===== src/rtl/gpia_port_ctl_if.sv =====
// Bus-side handshake bundle for the GPIA port controller: strobe/ack transaction
// signals with their write and read data, parameterised by port width W.
interface gpia_port_ctl_if #(
  parameter int unsigned W = 16
) ();
  logic         cyc_i;
  logic         stb_i;
  logic         we_i;
  logic [2:0]   adr_i;
  logic [W-1:0] dat_i;
  logic [W-1:0] dat_o;
  logic         ack_o;

  modport master (
    output cyc_i, stb_i, we_i, adr_i, dat_i,
    input  dat_o, ack_o
  );

  modport slave (
    input  cyc_i, stb_i, we_i, adr_i, dat_i,
    output dat_o, ack_o
  );
endinterface


===== src/rtl/gpia_port_ctl.sv =====
// GPIA port controller: OUT/DDR/IEN registers behind a two-cycle strobe/ack bus,
// synchronised pad readback. Define GPIA_EDGE_IRQ_EN for rising-edge interrupt flags.
module gpia_port_ctl #(
  parameter int unsigned W = 16
) (
  input  logic          clk_i,
  input  logic          rst_ni,
  gpia_port_ctl_if.slave bus,
  input  logic [W-1:0]  inp_i,
  output logic [W-1:0]  out_o,
  output logic [W-1:0]  ddr_o,
  output logic          irq_o
);

  localparam int unsigned AW = 3;
  localparam logic [AW-1:0] A_DATA = AW'(0);
  localparam logic [AW-1:0] A_DDR  = AW'(1);
  localparam logic [AW-1:0] A_SET  = AW'(2);
  localparam logic [AW-1:0] A_CLR  = AW'(3);
  localparam logic [AW-1:0] A_RAW  = AW'(4);
  localparam logic [AW-1:0] A_EDGE = AW'(5);
  localparam logic [AW-1:0] A_IEN  = AW'(6);

  typedef enum logic {IDLE, ACK} state_e;

  state_e       state_q, state_d;
  logic         ack_q, ack_d;
  logic [W-1:0] dat_q, dat_d;
  logic [W-1:0] out_q, out_d;
  logic [W-1:0] ddr_q, ddr_d;
  logic [W-1:0] ien_q, ien_d;
  logic [W-1:0] sync1_q, sin_q;
  logic [W-1:0] rb;
  logic [W-1:0] rd_data;
  logic [W-1:0] edge_rd;

`ifdef GPIA_EDGE_IRQ_EN
  logic [W-1:0] sprev_q;
  logic [W-1:0] edge_q, edge_d;
  logic [W-1:0] edge_clr;
  logic [W-1:0] edge_set;
  logic         irq_q, irq_d;
`endif

  // Two-flop synchroniser on the asynchronous pad inputs
  always_ff @(posedge clk_i or negedge rst_ni) begin
    if (!rst_ni) begin
      sync1_q <= '0;
      sin_q   <= '0;
    end else begin
      sync1_q <= inp_i;
      sin_q   <= sync1_q;
    end
  end

  assign rb = (ddr_q & out_q) | (~ddr_q & sin_q);

`ifdef GPIA_EDGE_IRQ_EN
  assign edge_rd = edge_q;
`else
  assign edge_rd = '0;
`endif

  // Read mux; reflects register state before the accepting edge
  always_comb begin
    rd_data = '0;
    case (bus.adr_i)
      A_DATA:  rd_data = rb;
      A_DDR:   rd_data = ddr_q;
      A_SET:   rd_data = out_q;
      A_CLR:   rd_data = out_q;
      A_RAW:   rd_data = sin_q;
      A_EDGE:  rd_data = edge_rd;
      A_IEN:   rd_data = ien_q;
      default: rd_data = '0;
    endcase
  end

  // Transaction FSM: accept in IDLE, acknowledge for one cycle in ACK
  always_comb begin
    state_d = state_q;
    ack_d   = 1'b0;
    dat_d   = '0;
    out_d   = out_q;
    ddr_d   = ddr_q;
    ien_d   = ien_q;
`ifdef GPIA_EDGE_IRQ_EN
    edge_clr = '0;
`endif
    case (state_q)
      IDLE: begin
        if (bus.cyc_i && bus.stb_i) begin
          state_d = ACK;
          ack_d   = 1'b1;
          dat_d   = bus.we_i ? '0 : rd_data;
          if (bus.we_i) begin
            case (bus.adr_i)
              A_DATA: out_d = bus.dat_i;
              A_DDR:  ddr_d = bus.dat_i;
              A_SET:  out_d = out_q | bus.dat_i;
              A_CLR:  out_d = out_q & ~bus.dat_i;
              A_IEN:  ien_d = bus.dat_i;
`ifdef GPIA_EDGE_IRQ_EN
              A_EDGE: edge_clr = bus.dat_i;
`endif
              default: ;
            endcase
          end
        end
      end
      ACK: state_d = IDLE;
      default: state_d = IDLE;
    endcase
  end

  always_ff @(posedge clk_i or negedge rst_ni) begin
    if (!rst_ni) begin
      state_q <= IDLE;
      ack_q   <= 1'b0;
      dat_q   <= '0;
      out_q   <= '0;
      ddr_q   <= '0;
      ien_q   <= '0;
    end else begin
      state_q <= state_d;
      ack_q   <= ack_d;
      dat_q   <= dat_d;
      out_q   <= out_d;
      ddr_q   <= ddr_d;
      ien_q   <= ien_d;
    end
  end

`ifdef GPIA_EDGE_IRQ_EN
  // Set is OR-ed after the clear so a simultaneous new edge is not lost
  assign edge_set = ~ddr_q & sin_q & ~sprev_q;

  always_comb begin
    edge_d = (edge_q & ~edge_clr) | edge_set;
    irq_d  = |(edge_q & ien_q);
  end

  always_ff @(posedge clk_i or negedge rst_ni) begin
    if (!rst_ni) begin
      sprev_q <= '0;
      edge_q  <= '0;
      irq_q   <= 1'b0;
    end else begin
      sprev_q <= sin_q;
      edge_q  <= edge_d;
      irq_q   <= irq_d;
    end
  end

  assign irq_o = irq_q;
`else
  assign irq_o = 1'b0;
`endif

  assign out_o     = out_q;
  assign ddr_o     = ddr_q;
  assign bus.ack_o = ack_q;
  assign bus.dat_o = dat_q;

endmodule


===== src/flat_wrapper.sv =====
// flat-port wrapper written by rule: the top's interface ports become plain ports
module gpia_port_ctl_flat 
#(
  parameter int unsigned W = 16
)
  (clk_i, rst_ni, inp_i, out_o, ddr_o, irq_o, bus_cyc_i, bus_stb_i, bus_we_i, bus_adr_i, bus_dat_i, bus_dat_o, bus_ack_o);
  gpia_port_ctl_if #(.W(W)) bus_i ();
  input  logic clk_i;
  input  logic rst_ni;
  input  logic [W-1:0] inp_i;
  output logic [W-1:0] out_o;
  output logic [W-1:0] ddr_o;
  output logic irq_o;
  input wire logic [$bits(bus_i.cyc_i)-1:0] bus_cyc_i;
  input wire logic [$bits(bus_i.stb_i)-1:0] bus_stb_i;
  input wire logic [$bits(bus_i.we_i)-1:0] bus_we_i;
  input wire logic [$bits(bus_i.adr_i)-1:0] bus_adr_i;
  input wire logic [$bits(bus_i.dat_i)-1:0] bus_dat_i;
  output wire logic [$bits(bus_i.dat_o)-1:0] bus_dat_o;
  output wire logic [$bits(bus_i.ack_o)-1:0] bus_ack_o;
  assign bus_i.cyc_i = bus_cyc_i;
  assign bus_i.stb_i = bus_stb_i;
  assign bus_i.we_i = bus_we_i;
  assign bus_i.adr_i = bus_adr_i;
  assign bus_i.dat_i = bus_dat_i;
  assign bus_dat_o = bus_i.dat_o;
  assign bus_ack_o = bus_i.ack_o;
  gpia_port_ctl #(.W(W)) u_core (.clk_i(clk_i), .rst_ni(rst_ni), .bus(bus_i), .inp_i(inp_i), .out_o(out_o), .ddr_o(ddr_o), .irq_o(irq_o));
endmodule

===== config.mk =====
export PLATFORM = sky130hd
export DESIGN_NAME = gpia_port_ctl_flat
export DESIGN_NICKNAME = d
export VERILOG_FILES = /design/src/rtl/gpia_port_ctl_if.sv /design/src/rtl/gpia_port_ctl.sv /design/src/flat_wrapper.sv
export SDC_FILE = /design/constraint.sdc
export NUM_CORES = 1
export LEC_CHECK = 0
export BUFFER_PORTS_ARGS = -buffer_cell sky130_fd_sc_hd__buf_2
export CORE_MARGIN = 2
export CORE_UTILIZATION = 48
export CTS_CLUSTER_DIAMETER = 100
export DETAILED_ROUTE_END_ITERATION = 8
export PLACE_DENSITY = 0.75
export SKIP_CTS_REPAIR_TIMING = 1
export SYNTH_ARGS = -nofsm -noshare
export SYNTH_HDL_FRONTEND = slang
export SYNTH_SLANG_ARGS = --single-unit

===== constraint.sdc =====
create_clock -name clk_i -period 1.79 [get_ports clk_i]
set_input_delay 0.179 -clock clk_i [delete_from_list [all_inputs] [get_ports clk_i]]
set_output_delay 0.179 -clock clk_i [all_outputs]
set_load 0.02 [all_outputs]

==> impl_metrics.yaml <==
drt:
  remaining_drc_errors: 0
  via_per_inst: 5.70
  drt_pass1_iterations: 5
  drtAntennaViolNets: 0
  wl_per_cell_um: 19.0
  drtIter0Drc: 201
  vias: 3022
  finalWirelength_um: 10100
status:
  status: "finished clean"
timing:
  timing.final.crit_share_pct: 95.3
  relSlewSlack_pct: 56.1
  final-setup-viol-count: 0
  tightest_slew_ns: 0.657
  rsz0062_at_grt: "no"
  finalMaxSlewViolations: 0
  fmax_mhz: 586
  skew_ns: 0.0103
  fin_setup_tns_ns: 0
  finalHoldViolCount: 0
  layout_min_cycle_time_ns: 1.71
cts:
  cts_buffers: 9
  cts_max_level: 3
  clockRootBuffer: "clkbuf_8"
  clk_latency_ns: 0.36
  ctsLongestPathBuffers: 2
  cts_tree: "yes"
  cts_sinks: 97
  clk_pin_slew_worst_paths_ns: 0.10
worst_setup_path:
  required_ns: 2.03
  crit_type: "register to register"
  slowest_delay_ns: 0.44
  critPathCaptureType: "register"
  crit_arrival_ns: 1.95
  crit_fanout: 11
  crit_buf_inv: 2
  cp-start-kind: "register"
  crit_chain: "nand4b_4 -> buf_4 -> nor3b_4 -> buf_4 -> mux2_2"
  crit_top_cell: "buf_4"
  cp_slowest_cell: "dfrtp_2"
  crit_family: "flip-flops"
global_route:
  antenna_found_initial: 0
  grt_pass1_wl_um: 15400
  grt_pass1_vias: 2997
  grt_max_degree: 49
  grt_usage_pct: 22.9
  grt_remaining_overflow: 0
synth:
  yosysWarnings: 0
  async_flop_share_pct: 100
  seq_area_frac_synth_pct: 60.9
  synth_area_leaders: "dfrtp_1, mux2_2, nand2b_1"
  synth_cell_types: 27
  synth_common_cells: "dfrtp_1, nand2b_1, o21ai_0, o22ai_1, mux2_2"
  netlist.area_leader.share_pct: 60.9
  syn_area_um2: 3990
  yosys_register_bits: 97
  syn_avg_cell_area_um2: 12.7
  synth_area_leader_cell: "dfrtp_1"
  synth.most_common_cell: "dfrtp_1"
  synth-edff-count: 0
  syn_nets: 353
  synthCells: 313
  synth_flop_cell: "dfrtp_1"
floorplan:
  ios: 90
  start_util_pct: 49.0
  dieArea_um2: 9050
  die_x_um: 95.1
  core_um2: 8130
  num_rows: 33
  die_y_um: 95.1
final_layout:
  antenna_cells: 0
  nets: 460
  multi_input_area_um2: 1430
  ff_latch_area_um2: 2430
  stdcell_count: 530
  utilization_pct: 61.5
  layout-drive-gt1-share_pct: 37.4
  syn_to_final_growth_pct: 25.4
  design_area_um2: 5000
  fillers: 630
power:
  p_leak_nw: 2.28
  vdd_ir_drop_max_uv: 449
  power_mw: 5.09
  power_density_nw_per_um2: 1020
place:
  postPlaceCellArea_um2: 4580
  hpwl_um: 6470
  place_congestion: 0.786
  port_buffers: 88
  place_inst: 497
flow_run:
  maxCapViolCount: 0
min_path:
  worstHoldPathType: "primary input to register"
==> cell families after synthesis <==
kind of cell	after synthesis	share of synthesized area (%)
other cells	1	0.0941
mux	32	9.98
compound gates	96	15.5
flops	97	60.9
buf+inv	28	3.30
simple gates	59	10.2
==> flip-flops by register name (all words and copies together), names as in the netlist <==
signal / count
u_core.sync1_q: 16
u_core.ien_q: 16
u_core.out_o: 16
u_core.bus.dat_o: 16
u_core.bus.ack_o: 1
u_core.ddr_o: 16
u_core.sin_q: 16
==> layout by cell type, fill, tap and decap left out, types with 2 or more instances in the layout <==
cell           count
a32oi_1           15
or4_1              2
inv_6              3
o21ai_0           32
nor2b_1           16
dfrtp_1           96
o22ai_1           32
dlygate4sd3_1     17
buf_4             18
o211ai_1          16
clkbuf_8           9
mux2_4            10
nand2b_1          32
mux2_2            22
bufinv_16          3
buf_2             87
==> cell type report <==
type,instances,share of cell area [%]
flip-flops and latches,97,48.6
clock inverters,7,2.48
inverters,1,0.0751
multi-input cells,188,28.5
well taps,105,2.63
repair buffers,123,15.2
clock buffers,9,2.48
==> where the power goes <==
part / switching, mW / internal [mW]
sequential: 0.156 / 2.39
combinational: 0.431 / 0.372
clock: 0.795 / 0.943
==> metal layers <==
| layer | global-route usage (%) | wire length (um) |
|---|---|---|
| met2 | 37.5 | 5160 |
| met5 | 0 | 0 |
| met1 | 30.0 | 4180 |
| met4 | 8.57 | 146 |
| met3 | 5.22 | 574 |
==> final timing paths <==
path / start / endpoint / slack (ns) / depth (start not counted)
max: u_core.bus.ack_o$_DFF_PN0_ / u_core.ien_q[11]$_DFFE_PN0P_ / 0.08 / 5
min: bus_dat_i[7] / u_core.ddr_o[7]$_DFFE_PN0P_ / 0.09 / 2
max reg2reg: u_core.bus.ack_o$_DFF_PN0_ / u_core.ien_q[11]$_DFFE_PN0P_ / 0.08 / 5
min reg2reg: u_core.sync1_q[5]$_DFF_PN0_ / u_core.sin_q[5]$_DFF_PN0_ / 0.35 / 0
max in group asynchronous: rst_ni / u_core.bus.ack_o$_DFF_PN0_ / 0.89 / 3
min in group asynchronous: rst_ni / u_core.sync1_q[2]$_DFF_PN0_ / 0.30 / 2
==> per-stage QoR <==
stage	hold WS, ns	worst slack, ns
after detailed placement	0.156	0.106
after CTS	-0.251	0.0883
final	0.0913	0.0837
after global placement	0.147	0.154
after global routing	0.0737	0.0409
after floorplan	-0.117	0.000182
Power figures use the tool's default switching activity.
